`config.mk`:
```
export PLATFORM = sky130hd
export DESIGN_NAME = dmem_arbiter
export DESIGN_NICKNAME = d
export VERILOG_FILES = /design/src/rtl/dmem_arbiter_pkg.sv /design/src/rtl/dmem_grant_sel.sv /design/src/rtl/dmem_arbiter.sv
export SDC_FILE = /design/constraint.sdc
export NUM_CORES = 1
export LEC_CHECK = 0
export BUFFER_PORTS_ARGS = -buffer_cell sky130_fd_sc_hd__buf_2
export CAP_MARGIN = 20
export CORE_AREA = 3 3 203 205
export DETAILED_ROUTE_END_ITERATION = 8
export DIE_AREA = 0 0 206 208
export HOLD_SLACK_MARGIN = 0.06
export PLACE_DENSITY = 0.67
export SLEW_MARGIN = 20
export SYNTH_ARGS = -nofsm -noshare
export SYNTH_HDL_FRONTEND = slang
export SYNTH_SLANG_ARGS = --single-unit
export TNS_END_PERCENT = 1
```
`constraint.sdc`:
```
create_clock -name clk -period 8.2 [get_ports clk]
set_input_delay 0.41 -clock clk [delete_from_list [all_inputs] [get_ports clk]]
set_output_delay 0.41 -clock clk [all_outputs]
set_load 0.01 [all_outputs]
```
`src/rtl/dmem_arbiter_pkg.sv`:
```
// Shared definitions for the data-memory arbiter.
//   - Y86 status codes returned with every completed access.
//   - FSM state encodings for the access sequencer (legacy-compatible
//     constants rather than an enum so existing decode logic keeps working).
package dmem_arbiter_pkg;

  localparam logic [1:0] STAT_AOK = 2'd0;
  localparam logic [1:0] STAT_HLT = 2'd1;
  localparam logic [1:0] STAT_ADR = 2'd2;
  localparam logic [1:0] STAT_INS = 2'd3;

  localparam logic [1:0] S_IDLE   = 2'd0;
  localparam logic [1:0] S_ACCESS = 2'd1;
  localparam logic [1:0] S_WAIT   = 2'd2;
  localparam logic [1:0] S_DONE   = 2'd3;

endpackage

```
`src/rtl/dmem_grant_sel.sv`:
```
// Combinational winner select for the data-memory arbiter.
// Ports:
//   f_req      fetch request pending
//   m_req      memory-stage request pending
//   last_grant 1 = memory stage won the previous grant
//   grant_m    1 = memory stage wins, 0 = fetch wins (meaningful when a
//              request is pending)
// With last_grant tied low this is fixed priority, memory stage first.
// When both request, the side that did not win last time is chosen.
module dmem_grant_sel (
  input  logic f_req,
  input  logic m_req,
  input  logic last_grant,
  output logic grant_m
);

  always_comb begin
    grant_m = m_req & (~f_req | ~last_grant);
  end

endmodule

```
`src/rtl/dmem_arbiter.sv`:
```
// Data-memory arbiter: shares one RAM port between fetch (read-only) and
// the memory stage (read/write), sequences each access with a fixed-latency
// FSM and returns a Y86 status code with every completed access.
// Ports:
//   clk, rst                      clock, async active-high reset
//   f_req/f_addr/f_rdata/f_ack    fetch requester
//   m_req/m_we/m_addr/m_wdata/
//   m_rdata/m_ack                 memory-stage requester
//   stat                          status of the acked access (AOK/ADR)
//   ram_en/ram_we/ram_addr/
//   ram_wdata/ram_rdata           data-RAM macro interface
// Configuration macro: ARB_ROUND_ROBIN_EN -- when defined, simultaneous
// requests alternate between requesters; otherwise memory stage wins.
module dmem_arbiter
  import dmem_arbiter_pkg::*;
#(
  parameter int unsigned ADDR_W    = 64,
  parameter int unsigned DATA_W    = 64,
  parameter int unsigned MEM_BYTES = 1024,
  parameter int unsigned RD_LAT    = 2
) (
  input  logic              clk,
  input  logic              rst,
  input  logic              f_req,
  input  logic [ADDR_W-1:0] f_addr,
  output logic [DATA_W-1:0] f_rdata,
  output logic              f_ack,
  input  logic              m_req,
  input  logic              m_we,
  input  logic [ADDR_W-1:0] m_addr,
  input  logic [DATA_W-1:0] m_wdata,
  output logic [DATA_W-1:0] m_rdata,
  output logic              m_ack,
  output logic [1:0]        stat,
  output logic              ram_en,
  output logic              ram_we,
  output logic [ADDR_W-1:0] ram_addr,
  output logic [DATA_W-1:0] ram_wdata,
  input  logic [DATA_W-1:0] ram_rdata
);

  localparam logic [ADDR_W:0] ACC_BYTES = (ADDR_W+1)'(8);
  localparam logic [ADDR_W:0] MEM_LIMIT = (ADDR_W+1)'(MEM_BYTES);
  localparam logic [2:0]      LAT_INIT  = 3'(RD_LAT - 1);

  logic [1:0]        state;
  logic              owner_m;
  logic              we_q;
  logic [ADDR_W-1:0] addr_q;
  logic [DATA_W-1:0] wdata_q;
  logic [2:0]        lat_cnt;
  logic              last_grant;

  logic              grant_m;
  logic              any_req;
  logic [ADDR_W-1:0] sel_addr;
  logic              sel_we;
  logic              sel_err;
  logic              take;
  logic              err_take;
  logic              capture;
  logic [DATA_W-1:0] cap_data;
  logic [DATA_W-1:0] f_rdata_q;
  logic [DATA_W-1:0] m_rdata_q;
  logic [1:0]        stat_q;

  dmem_grant_sel u_grant_sel (
    .f_req      (f_req),
    .m_req      (m_req),
    .last_grant (last_grant),
    .grant_m    (grant_m)
  );

  always_comb begin
    any_req  = f_req | m_req;
    sel_addr = grant_m ? m_addr : f_addr;
    sel_we   = grant_m & m_we;
    // One extra bit so addresses near the top of the space cannot wrap
    // back into the valid range.
    sel_err  = ({1'b0, sel_addr} + ACC_BYTES) > MEM_LIMIT;
    take     = (state == S_IDLE) & any_req;
    err_take = take & sel_err;
    capture  = ((state == S_ACCESS) && (RD_LAT == 1)) ||
               ((state == S_WAIT) && (lat_cnt == 3'd1));
    cap_data = we_q ? '0 : ram_rdata;
  end

  // Access sequencer and request registers.
  always_ff @(posedge clk or posedge rst) begin
    if (rst) begin
      state   <= S_IDLE;
      owner_m <= 1'b0;
      we_q    <= 1'b0;
      addr_q  <= '0;
      wdata_q <= '0;
      lat_cnt <= '0;
    end else begin
      case (state)
        S_IDLE: begin
          if (take) begin
            owner_m <= grant_m;
            we_q    <= sel_we;
            addr_q  <= sel_addr;
            wdata_q <= grant_m ? m_wdata : '0;
            state   <= sel_err ? S_DONE : S_ACCESS;
          end
        end
        S_ACCESS: begin
          if (RD_LAT == 1) begin
            state <= S_DONE;
          end else begin
            lat_cnt <= LAT_INIT;
            state   <= S_WAIT;
          end
        end
        S_WAIT: begin
          if (lat_cnt == 3'd1) begin
            state <= S_DONE;
          end else begin
            lat_cnt <= lat_cnt - 3'd1;
          end
        end
        default: state <= S_IDLE;
      endcase
    end
  end

`ifdef ARB_ROUND_ROBIN_EN
  always_ff @(posedge clk or posedge rst) begin
    if (rst) begin
      last_grant <= 1'b0;
    end else if (take) begin
      last_grant <= grant_m;
    end
  end
`else
  always_comb begin
    last_grant = 1'b0;
  end
`endif

  // Per-requester return data and status; both hold outside DONE.
  // A bounds error is decided in IDLE, so its zero data and ADR status
  // are loaded there for the requester that is about to be acked.
  always_ff @(posedge clk or posedge rst) begin
    if (rst) begin
      f_rdata_q <= '0;
      m_rdata_q <= '0;
      stat_q    <= STAT_AOK;
    end else if (err_take) begin
      if (grant_m) m_rdata_q <= '0;
      else         f_rdata_q <= '0;
      stat_q <= STAT_ADR;
    end else if (capture) begin
      if (owner_m) m_rdata_q <= cap_data;
      else         f_rdata_q <= cap_data;
      stat_q <= STAT_AOK;
    end
  end

  always_comb begin
    f_ack     = (state == S_DONE) & ~owner_m;
    m_ack     = (state == S_DONE) & owner_m;
    f_rdata   = f_rdata_q;
    m_rdata   = m_rdata_q;
    stat      = stat_q;
    ram_en    = (state == S_ACCESS);
    ram_we    = (state == S_ACCESS) & we_q;
    ram_addr  = addr_q;
    ram_wdata = wdata_q;
  end

endmodule

```
# After elaboration in Yosys (flattened, before gate mapping)
# Index checks and enable logic that the tools add are counted.
[word_totals]
register_bits = 265
inputBits = 261
out_inout_bits = 262
[classes]
addsub = 2
order_cmp = 1
n_eq_ne = 10
muxes = 19
bitwise = 8
reduce_logical = 10
[op_table]
columns = ["cell", "n"]
rows = [
  ["$mux W64", 11],
  ["$add A64 B4 Y65 const B", 1],
  ["$gt A65 B11 Y1 const B", 1],
  ["$mux W2", 5],
  ["$ne A2 B2 Y1 const B", 4],
  ["$and A1 B1 Y1", 6],
  ["$pmux W2 S3", 1],
  ["$pmux W3 S2", 1],
  ["$reduce_and A2 Y1", 3],
  ["$reduce_and A3 Y1", 2],
  ["$reduce_bool A2 Y1", 3],
  ["$eq A2 B2 Y1 const B", 2],
  ["$ne A2 B1 Y1 const B", 2],
  ["$eq A3 B1 Y1 const B", 1],
  ["$mux W3", 1],
  ["$sub A3 B1 Y3 const B", 1],
  ["$eq A2 B1 Y1 const B", 1],
  ["$logic_not A2 Y1", 1],
  ["$logic_and A1 B1 Y1", 1],
  ["$not A1 Y1", 1],
  ["$or A1 B1 Y1", 1],
]

# Longest topological paths before layout
# Gate-level depths: netlist of the first run.
[depth]
ltp_word = 6
depth_mapped = 23

# Hierarchy
# From an unflattened synthesis of the first run, not the netlist that was laid out.
[unflattened]
cells_unflattened = 1667
hier_area_um2 = 15265.9
[modules_own_cells]
columns = ["module", "instances", "cells_per_inst", "area_each_um2", "seq_area_each_um2"]
rows = [
  ["dmem_arbiter", 1, 1666, 15254.6, 6606.3],
  ["dmem_grant_sel", 1, 1, 11.3, 0.0],
]

# Least setup slack after synthesis of the first run
# Ideal clock, no wire load.
[synth_path]
path_type = "input-to-reg"
from = "input port m_req"
to = "register f_rdata_q[0], in the netlist f_rdata[0]"
t_arrival_ns = 5.542
t_required_ns = 8.075
slack_ns = 2.534
cell_stages = 23
cell_sequence = "buf_6 > buf_6 > buf_4 > buf_2 > buf_2 > buf_2 > buf_2 > buf_2 > clkbuf_1 > a21o_1 > ha_1 > nand4b_1 > a22oi_1 > nand3_1 > nor4_1 > xnor2_1 > or3_1 > or4_4 > nor4_1 > nand4bb_1 > buf_6 > buf_8 > mux2_2"
[synth_via]
elab_chain_len = 6
word_cells_on_any_way = 11
[synth_lines]
columns = ["element", "line", "rtl"]
rows = [
  ["from (decl)", "dmem_arbiter.sv:28", "input logic m_req,"],
  ["$mux W64 *", "dmem_arbiter.sv:76", "sel_addr = grant_m ? m_addr : f_addr;"],
  ["via sel_addr[3]", "dmem_arbiter.sv:56", "logic [ADDR_W-1:0] sel_addr;"],
  ["$add A64 B4 Y65 *", "dmem_arbiter.sv:80", "sel_err = ({1'b0, sel_addr} + ACC_BYTES) > MEM_LIMIT;"],
  ["$gt A65 B11 Y1 *", "dmem_arbiter.sv:80", ""],
  ["$and A1 B1 Y1 *", "dmem_arbiter.sv:82", "err_take = take & sel_err;"],
  ["$ne A2 B1 Y1 (no source line) (tied with other cells)", "--", ""],
  ["$reduce_and A3 Y1 (no source line)", "--", ""],
  ["to (signal assigned)", "dmem_arbiter.sv:156", "else f_rdata_q <= cap_data;"],
  ["to (decl)", "dmem_arbiter.sv:63", "logic [DATA_W-1:0] f_rdata_q;"],
]
# Mark *: on every way through the listed nets, which the timed path passes. The rest lies on a longest branch.
# A chain may end at the register's enable or synchronous reset.

# Worst setup path in the final report of the first run
[layout_path]
from = "input port m_req"
to = "register f_rdata_q[1], in the netlist f_rdata[1]"
[layout_via]
elab_chain_len = 6
word_cells_on_any_way = 11
[layout_lines]
columns = ["element", "line"]
rows = [
  ["$mux W64", "dmem_arbiter.sv:76"],
  ["$add A64 B4 Y65", "dmem_arbiter.sv:80"],
  ["$gt A65 B11 Y1", "dmem_arbiter.sv:80"],
  ["$and A1 B1 Y1", "dmem_arbiter.sv:82"],
  ["$ne A2 B1 Y1 (no source line) (tied with other cells)", "--"],
  ["$reduce_and A3 Y1 (no source line)", "--"],
]
# Several ways; a longest one is shown, not always the timed one.

==> summary.md, run 1 <==
| Metric | Value |
|---|---|
| Min Clock Period, post-route | `5.97 ns` |
| Total DRC errors in the routed layout | `0` |
| Share of the synthesized area in the top cell type | `46.0%` |
| Max Slew Vio Count | `0` |
| Post-synthesis adder-cell area fraction | `0.610%` |
| Overall routed net length | `around 52000 microns` |
| Number of instances in the synthesized netlist | `1437` |
| Total track usage | `between 20% and 30%` |
| Row cnt | `73` |
| Maximum fanout encountered on the critical timing path | `119` |
| CTS tree | `built` |
| Skew final | `0.0214 ns` |
| Most common library cells after synthesis | `dfrtp_1, nand2_1, mux2_2` |
| Highest Clock Rate | `167 MHz` |
| Initial core utilization | `a little over a third` |
| Combinational family with the most area after synthesis | `simple AND/OR/NAND/NOR gates` |
| Max clock buf depth | `3` |
| Yosys cell types | `between 70 and 80` |
| Post-CTS Setup Repair Bufs | `0` |
| Synthesized area per cell | `9.99 sq um` |
| Placement-stage worst setup slack | `1.84 ns` |
| Simple-gate area share of the yosys netlist | `23.0%` |
| Xor and xnor area share after synthesis | `1.34%` |
| Top FF cell, synth | `dfrtp_1` |
| Clock Sink Count | `264` |
| Max transition margin | `22.1%` |
| Tightest Pin Transition | `1.17 ns` |
| Setup crit start kind | `input pin` |
| Result of the run | `finished, final reports clean` |
| Type of element capturing the critical path | `flip-flop` |
| Area of the mapped netlist | `around 14000 sq um` |
| Filler Cells Inserted | `3754` |
| Area taken by flip-flops and latches | `6610 sq um` |
| TNS Setup | `0 ns` |
| Number of antenna-violating nets in the routed design | `0` |
| Top Ports | `roughly 520` |
| Library cell with the highest instance count after synthesis | `dfrtp_1` |
| Final hold violation count | `0` |
| Power density normalized to cell area | `332 nW/um^2` |
| Number of buffers added by the clock tree synthesis step | `30` |
| Root buffer cell | `clkbuf_16` |
| Horizontal die dimension | `~210 microns` |
| Area growth syn-to-layout | `31.8%` |
| Utilization of the core after routing | `47.7%` |
| Vias in the first global route | `13500` |
| Maximum number of pins on one net before global-route repair | `191` |
| Multiplexer fraction of the synthesized cell area | `15.8%` |
| Fraction of final layout cells with drive strength greater than 1 | `approximately 37%` |
| Number of vias after detailed routing | `13700` |
| H-tree levels | `1` |
| Sequential area share after synthesis | `approximately 46%` |
| Initial antenna violation count | `6` |
| Standby leakage power | `9.36 nW` |
| Tcrit/Tclk final | `~73%` |
| Die height | `about 210 microns` |
| Most area-consuming cells after synthesis | `dfrtp_1, mux2_2, nand2_1, nand3_1, mux2i_1` |
| Net total in the final layout | `roughly 2200` |
| Routed len/inst | `20.4 microns` |
| Number of max-cap violations | `0` |
| Post-synthesis compound-gate area fraction | `about a tenth` |
| Placed Instance Area | `around 17000 sq um` |
| Nets in the synthesized netlist | `about 1700` |
| Latest clock arrival within the worst-skew pair | `approximately 0.57 ns` |
| Iteration-0 DRC count of the detailed router | `1069` |
| Number of buffers added on ports | `521` |
| Number of warnings printed during yosys synthesis | `0` |
| Vias per inst | `5.41` |
| Post-route design area | `between 15000 and 20000 sq um` |
| Highest ir drop seen on vdd | `0.190 mV` |
| Fraction of registers with async set or reset after synthesis | `100%` |
| Multi-input gate area | `7260 sq um` |
| Post-detailed-placement half-perimeter wirelength | `just under 40000 microns` |
| Count of state elements after synthesis | `264` |
| Number of cells upsized or downsized after cts | `0` |
| Crit Path Class | `input pin to flip-flop` |
| WP data required | `8.64 ns` |
| Count of endpoints failing setup in the final report | `0` |
| Final global-route overflow total | `0` |
| Wire length of the first global-routing pass | `77700 microns` |
| Number of synthesized flops with an enable pin | `0` |
| Routability cong. | `about 0.97` |
| CORE AREA | `around 40000 sq um` |
| Worst min path class | `input pin to flip-flop` |
| Pre-antenna DRT Iters | `6` |
| Arr. time, crit path | `6.41 ns` |
| Worst setup slack after layout | `roughly 2.2 ns` |
| Overall die area | `42800 sq um` |
| Setup repair after global routing missed its margin | `false` |
| Most area-hungry cell type in the Yosys netlist | `dfrtp_1` |
| Post-CTS Hold Buffers | `56` |
| Clock slew at the register clock pins of the worst setup and hold paths | `about 0.060 ns` |
sequential cells by signal, summed over array words and instances (netlist names):
signal	flops
owner_m	1
m_rdata	64
f_rdata	64
lat_cnt	3
state	2
stat	1
ram_wdata	64
we_q	1
ram_addr	64
critical path, cell delays in order:
cell and delay [ns]:
clkbuf_8 0.56, buf_4 0.69, nand3_1 0.34, a222oi_1 1.03, nand4_1 0.21, a21oi_1 0.21, o2111ai_1 0.14, nor4_1 0.40
nand4_1 0.30, o21ai_0 0.48, nand4bb_4 0.61, buf_4 0.53, mux2_1 0.36
cell type report:
cell class | count | share of cell area [%]
diodes | 5 | 0.0661
clock buffers | 37 | 4.37
clock inverters | 19 | 1.18
inverters | 12 | 0.278
multi-input cells | 1081 | 38.4
flip-flops and latches | 264 | 34.9
well taps | 525 | 3.47
repair buffers | 589 | 17.4
kinds of logic after synthesis:
| logic type | after synthesis |
|---|---|
| AO/OA/AOI/OAI | 201 |
| XOR/XNOR | 22 |
| adder cells (fa/ha/maj) | 7 |
| buffers and inverters | 92 |
| flip-flops | 264 |
| multiplexers | 209 |
| other | 1 |
| AND/OR/NAND/NOR | 641 |
through the flow:
step	hold WS, ns	instances	total power, mW
after global routing	0.0838	2530	6.70
after CTS	0.0627	2527	6.36
after detailed placement	0.450	2415	4.90
final	0.0959	2532	6.28
after global placement	0.445	2414	4.81
after floorplan	0.507	1437	3.85
report_power, final:
group / internal (mW) / switching (mW) / total, mW
Clock: 0.845 / 0.560 / 1.41
Sequential: 1.89 / 0.299 / 2.19
Combinational: 1.16 / 1.53 / 2.69
final timing paths:
kind | end | cells after the start | slack [ns] | startpoint
max | f_rdata[1] | 13 | 2.23 | m_req
max reg2reg | f_rdata[34] | 8 | 4.85 | state[0]
min | ram_wdata[28] | 3 | 0.1 | m_wdata[28]
max in group asynchronous | ram_addr[42] | 4 | 6.20 | rst
min in group asynchronous | m_rdata[31] | 3 | 0.53 | rst
min reg2reg | ram_wdata[54] | 2 | 0.46 | ram_wdata[54]
layout by cell type (no fill, tap or decap), drive strengths merged, types with 20 or more instances in the layout:
master       count
nand3b          42
buf            532
nor4            24
nand2          260
nand4           31
a22oi           20
clkbuf          38
a21oi           20
mux2i           63
mux2           146
nor2            21
o21ai           73
dfrtp          264
and2            73
nand3          128
dlygate4sd3     56
routing by layer:
| layer | track usage, % | routed length, microns | vias to the layer above |
|---|---|---|---|
| met5 | 0 | 28 | - |
| met4 | 8.08 | 1670 | 4 |
| met3 | 5.68 | 4790 | 99 |
| met2 | 37.8 | 24500 | 669 |
| met1 | 28.8 | 20600 | 6603 |
| li1 | - | - | 6318 |
(Power assumes the default switching activity.)
==> run 2: changes to the inputs <==
CORE_AREA = 3 3 205 207   (was 3 3 203 205)
DIE_AREA = 0 0 208 210   (was 0 0 206 208)
PLACE_DENSITY = 0.63   (was 0.67)
clock period = 6.25 ns   (was 8.2 ns; I/O delays follow)
==> summary.md, run 2 (same netlist as run 1, synthesis figures left out) <==
| Metric | Value |
|---|---|
| Result of the run | `finished, final reports clean` |
| Delay of the slowest cell on the worst path | `0.82 ns (-0.21 ns)` |
| Max Slew Vio Count | `0 (unchanged)` |
| Worst setup slack after layout | `1.36 ns (-0.866 ns)` |
| Final hold violation count | `0 (unchanged)` |
| TNS Setup | `0 ns (unchanged)` |
| Root buffer cell | `clkbuf_16` |
| Clock power frac | `21.9% (-0.5 points)` |
| CTS tree | `built` |
| Top Ports | `523 (unchanged)` |
| Die height | `210 microns (+0.96%)` |
| Critical-path cell with the highest stage delay | `a222oi_1` |
| Filler Cells Inserted | `3902 (+3.9%)` |
| Number of antenna-violating nets in the routed design | `0 (unchanged)` |
| Total track usage | `22.4% (-0.34 points)` |
| Horizontal die dimension | `208 microns (+0.97%)` |
| Maximum fanout encountered on the critical timing path | `98 (-18%)` |
| Routed len/inst | `20.2 microns (-0.63%)` |
| Standby leakage power | `9.46 nW (+1.0%)` |
| Setup repair after global routing missed its margin | `false` |
| Iteration-0 DRC count of the detailed router | `1056 (-1.2%)` |
| Crit Path Class | `input pin to flip-flop` |
| Vias in the first global route | `13600 (+1.4%)` |
| Sequential Power Share | `34.8% (about the same)` |
| Latest clock arrival within the worst-skew pair | `0.56 ns (about the same)` |
| Clock slew at the register clock pins of the worst setup and hold paths | `0.06 ns (about the same)` |
| Min Clock Period, post-route | `4.89 ns` |
| Max clock buf depth | `3 (unchanged)` |
| Number of vias after detailed routing | `13700 (+0.066%)` |
| Number of max-cap violations | `0 (unchanged)` |
| Initial core utilization | `35.4% (-0.82 points)` |
| WP data required | `6.69 ns (-1.95 ns)` |
| Pre-antenna DRT Iters | `5 (-1)` |
| Type of element capturing the critical path | `flip-flop` |
| Kind of cell adding the most delay to the critical path | `compound AO/OA/AOI/OAI gates` |
| Wire length of the first global-routing pass | `79100 microns (+1.8%)` |
| CP cell instances | `clkbuf_8, buf_12, nand3_1, a222oi_1, a21oi_1, a2111oi_0, o2111ai_1, nor4_1, nand4_1, o21ai_0, nand3b_1, buf_4, mux2_1` |
| Max transition margin | `30.7% (+8.5 points)` |
| Cell depth of the worst hold path | `3 (unchanged)` |
| Total Power Consumption | `8.24 mW (+31%)` |
| Vias per inst | `5.35 (-0.99%)` |
| Placement-stage worst setup slack | `0.804 ns (-1.04 ns)` |
| Combinational power share | `43.3% (+0.5 points)` |
| Number of buffers and inverters on the critical path | `3 (unchanged)` |
| Maximum number of pins on one net before global-route repair | `120 (-37%)` |
| Clock Sink Count | `264 (unchanged)` |
| Number of buffers added by the clock tree synthesis step | `30 (unchanged)` |
| Total DRC errors in the routed layout | `0 (unchanged)` |
| Total net switching power | `3.11 mW (+30%)` |
| Stages on the worst setup path | `13 (unchanged)` |
| Fraction of final layout cells with drive strength greater than 1 | `36.7% (-0.28 points)` |
| Path depth of the worst reg2reg path | `6 (-2)` |
| Highest Clock Rate | `205 MHz` |
| Routability cong. | `0.969 (about the same)` |
| Skew final | `0.00899 ns (-0.0124 ns)` |
| Leading cell types in the layout, fill and taps excluded | `buf_2, dfrtp_1, nand2_1, mux2_2, nand3_1` |
| H-tree levels | `1 (unchanged)` |
| Tightest Pin Transition | `1.04 ns (-0.128 ns)` |
| Row cnt | `74 (+1.4%)` |
| Count of endpoints failing setup in the final report | `0 (unchanged)` |
| Worst hold slack | `0.106 ns (+0.00989 ns)` |
| Power density normalized to cell area | `430 nW/um^2 (+30%)` |
| Cell-internal power | `5.13 mW (+32%)` |
| Arr. time, crit path | `5.33 ns (-1.08 ns)` |
| Overall die area | `43700 sq um (+1.9%)` |
| Worst min path class | `input pin to flip-flop` |
| Number of buffers added on ports | `521 (unchanged)` |
| Overall routed net length | `51800 microns (+0.43%)` |
| Final global-route overflow total | `0 (unchanged)` |
| Area growth syn-to-layout | `33.4%` |
| Switching power share of the total | `37.7% (-0.27 points)` |
| Highest ir drop seen on vdd | `0.246 mV (+30%)` |
| Setup crit start kind | `input pin` |
| Initial antenna violation count | `7 (+1)` |
| Commonest non-fill, non-tap cell in the layout | `buf_2` |
| CORE AREA | `40600 sq um (+2.3%)` |
| Tcrit/Tclk final | `a little under 80%` |
| Post-detailed-placement half-perimeter wirelength | `39100 microns (+1.1%)` |
| Net total in the final layout | `2272 (+1.2%)` |
[run 2: cell types whose count changed in the layout (fill, tap and decap cells not counted), sizes merged]
cell / previous run / this run
dlygate4sd3: 56 / 73
buf: 532 / 541
diode: 5 / 4
clkbuf: 38 / 40
clkinv: 10 / 6
inv: 15 / 12
[run 2: final cells by class]
type                    instances  area (sq um)  area share [%]
clock buffers                  39           835            4.36
flip-flops and latches        264          6610            34.5
multi-input cells            1081          7260            37.9
clock inverters                12           181           0.947
repair buffers                615          3550            18.5
inverters                      12          48.8           0.255
diodes                          4          10.0          0.0522
well taps                     532           666            3.47
[run 2: worst min-delay path, cell delays in order]
cell and delay, ns:
buf_2 0.07, and2_1 0.12, mux2_1 0.12
[run 2: path summary, 6_finish.rpt]
check,from,to,slack (ns)
worst max-delay path,m_req,m_rdata[49],1.36
worst min-delay path,ram_rdata[58],m_rdata[58],0.11
worst max register to register,state[1],ram_addr[57],3.39
worst min register to register,ram_wdata[14],ram_wdata[14],0.46
max in group asynchronous,rst,m_rdata[30],4.53
min in group asynchronous,rst,ram_addr[4],0.51
[run 2: routing by layer]
| layer | part of all wire, % | global-route usage, % | up-vias |
|---|---|---|---|
| met3 | 7.3 | 4.32 | 141 |
| met4 | 4.5 | 9.53 | 4 |
| met2 | 46 | 36.6 | 628 |
| li1 | - | - | 6367 |
| met1 | 42 | 29.4 | 6562 |
| met5 | 0.044 | 0 | - |
[run 2: timing repair]
| action | 4_1_cts | 5_1_grt |
|---|---|---|
| buffers inserted | 0 | 0 |
| hold buffers | 73 | 0 |
| hold endpoints to repair | 185 | 0 |
| gates resized for setup | 0 | 0 |
[run 2: power groups by stage]
stage          Sequential, mW  Combinational [mW]  Clock, mW
2_1_floorplan            3.21                1.85          0
3_3_place_gp             2.85                3.49          0
3_5_place_dp             2.89                3.55          0
4_1_cts                  2.86                3.60       1.86
5_1_grt                  2.96                3.89       1.93
6_report                 2.86                3.57       1.80
[run 2: metrics by stage]
step                utilization, %  area [sq um]  std cells
detailed placement            42.9         17400       2430
CTS                           47.2         19100       2554
global route                  47.2         19200       2559
global placement              42.9         17400       2430
floorplan                        -         14400       1437
finish                        47.2         19200       2559
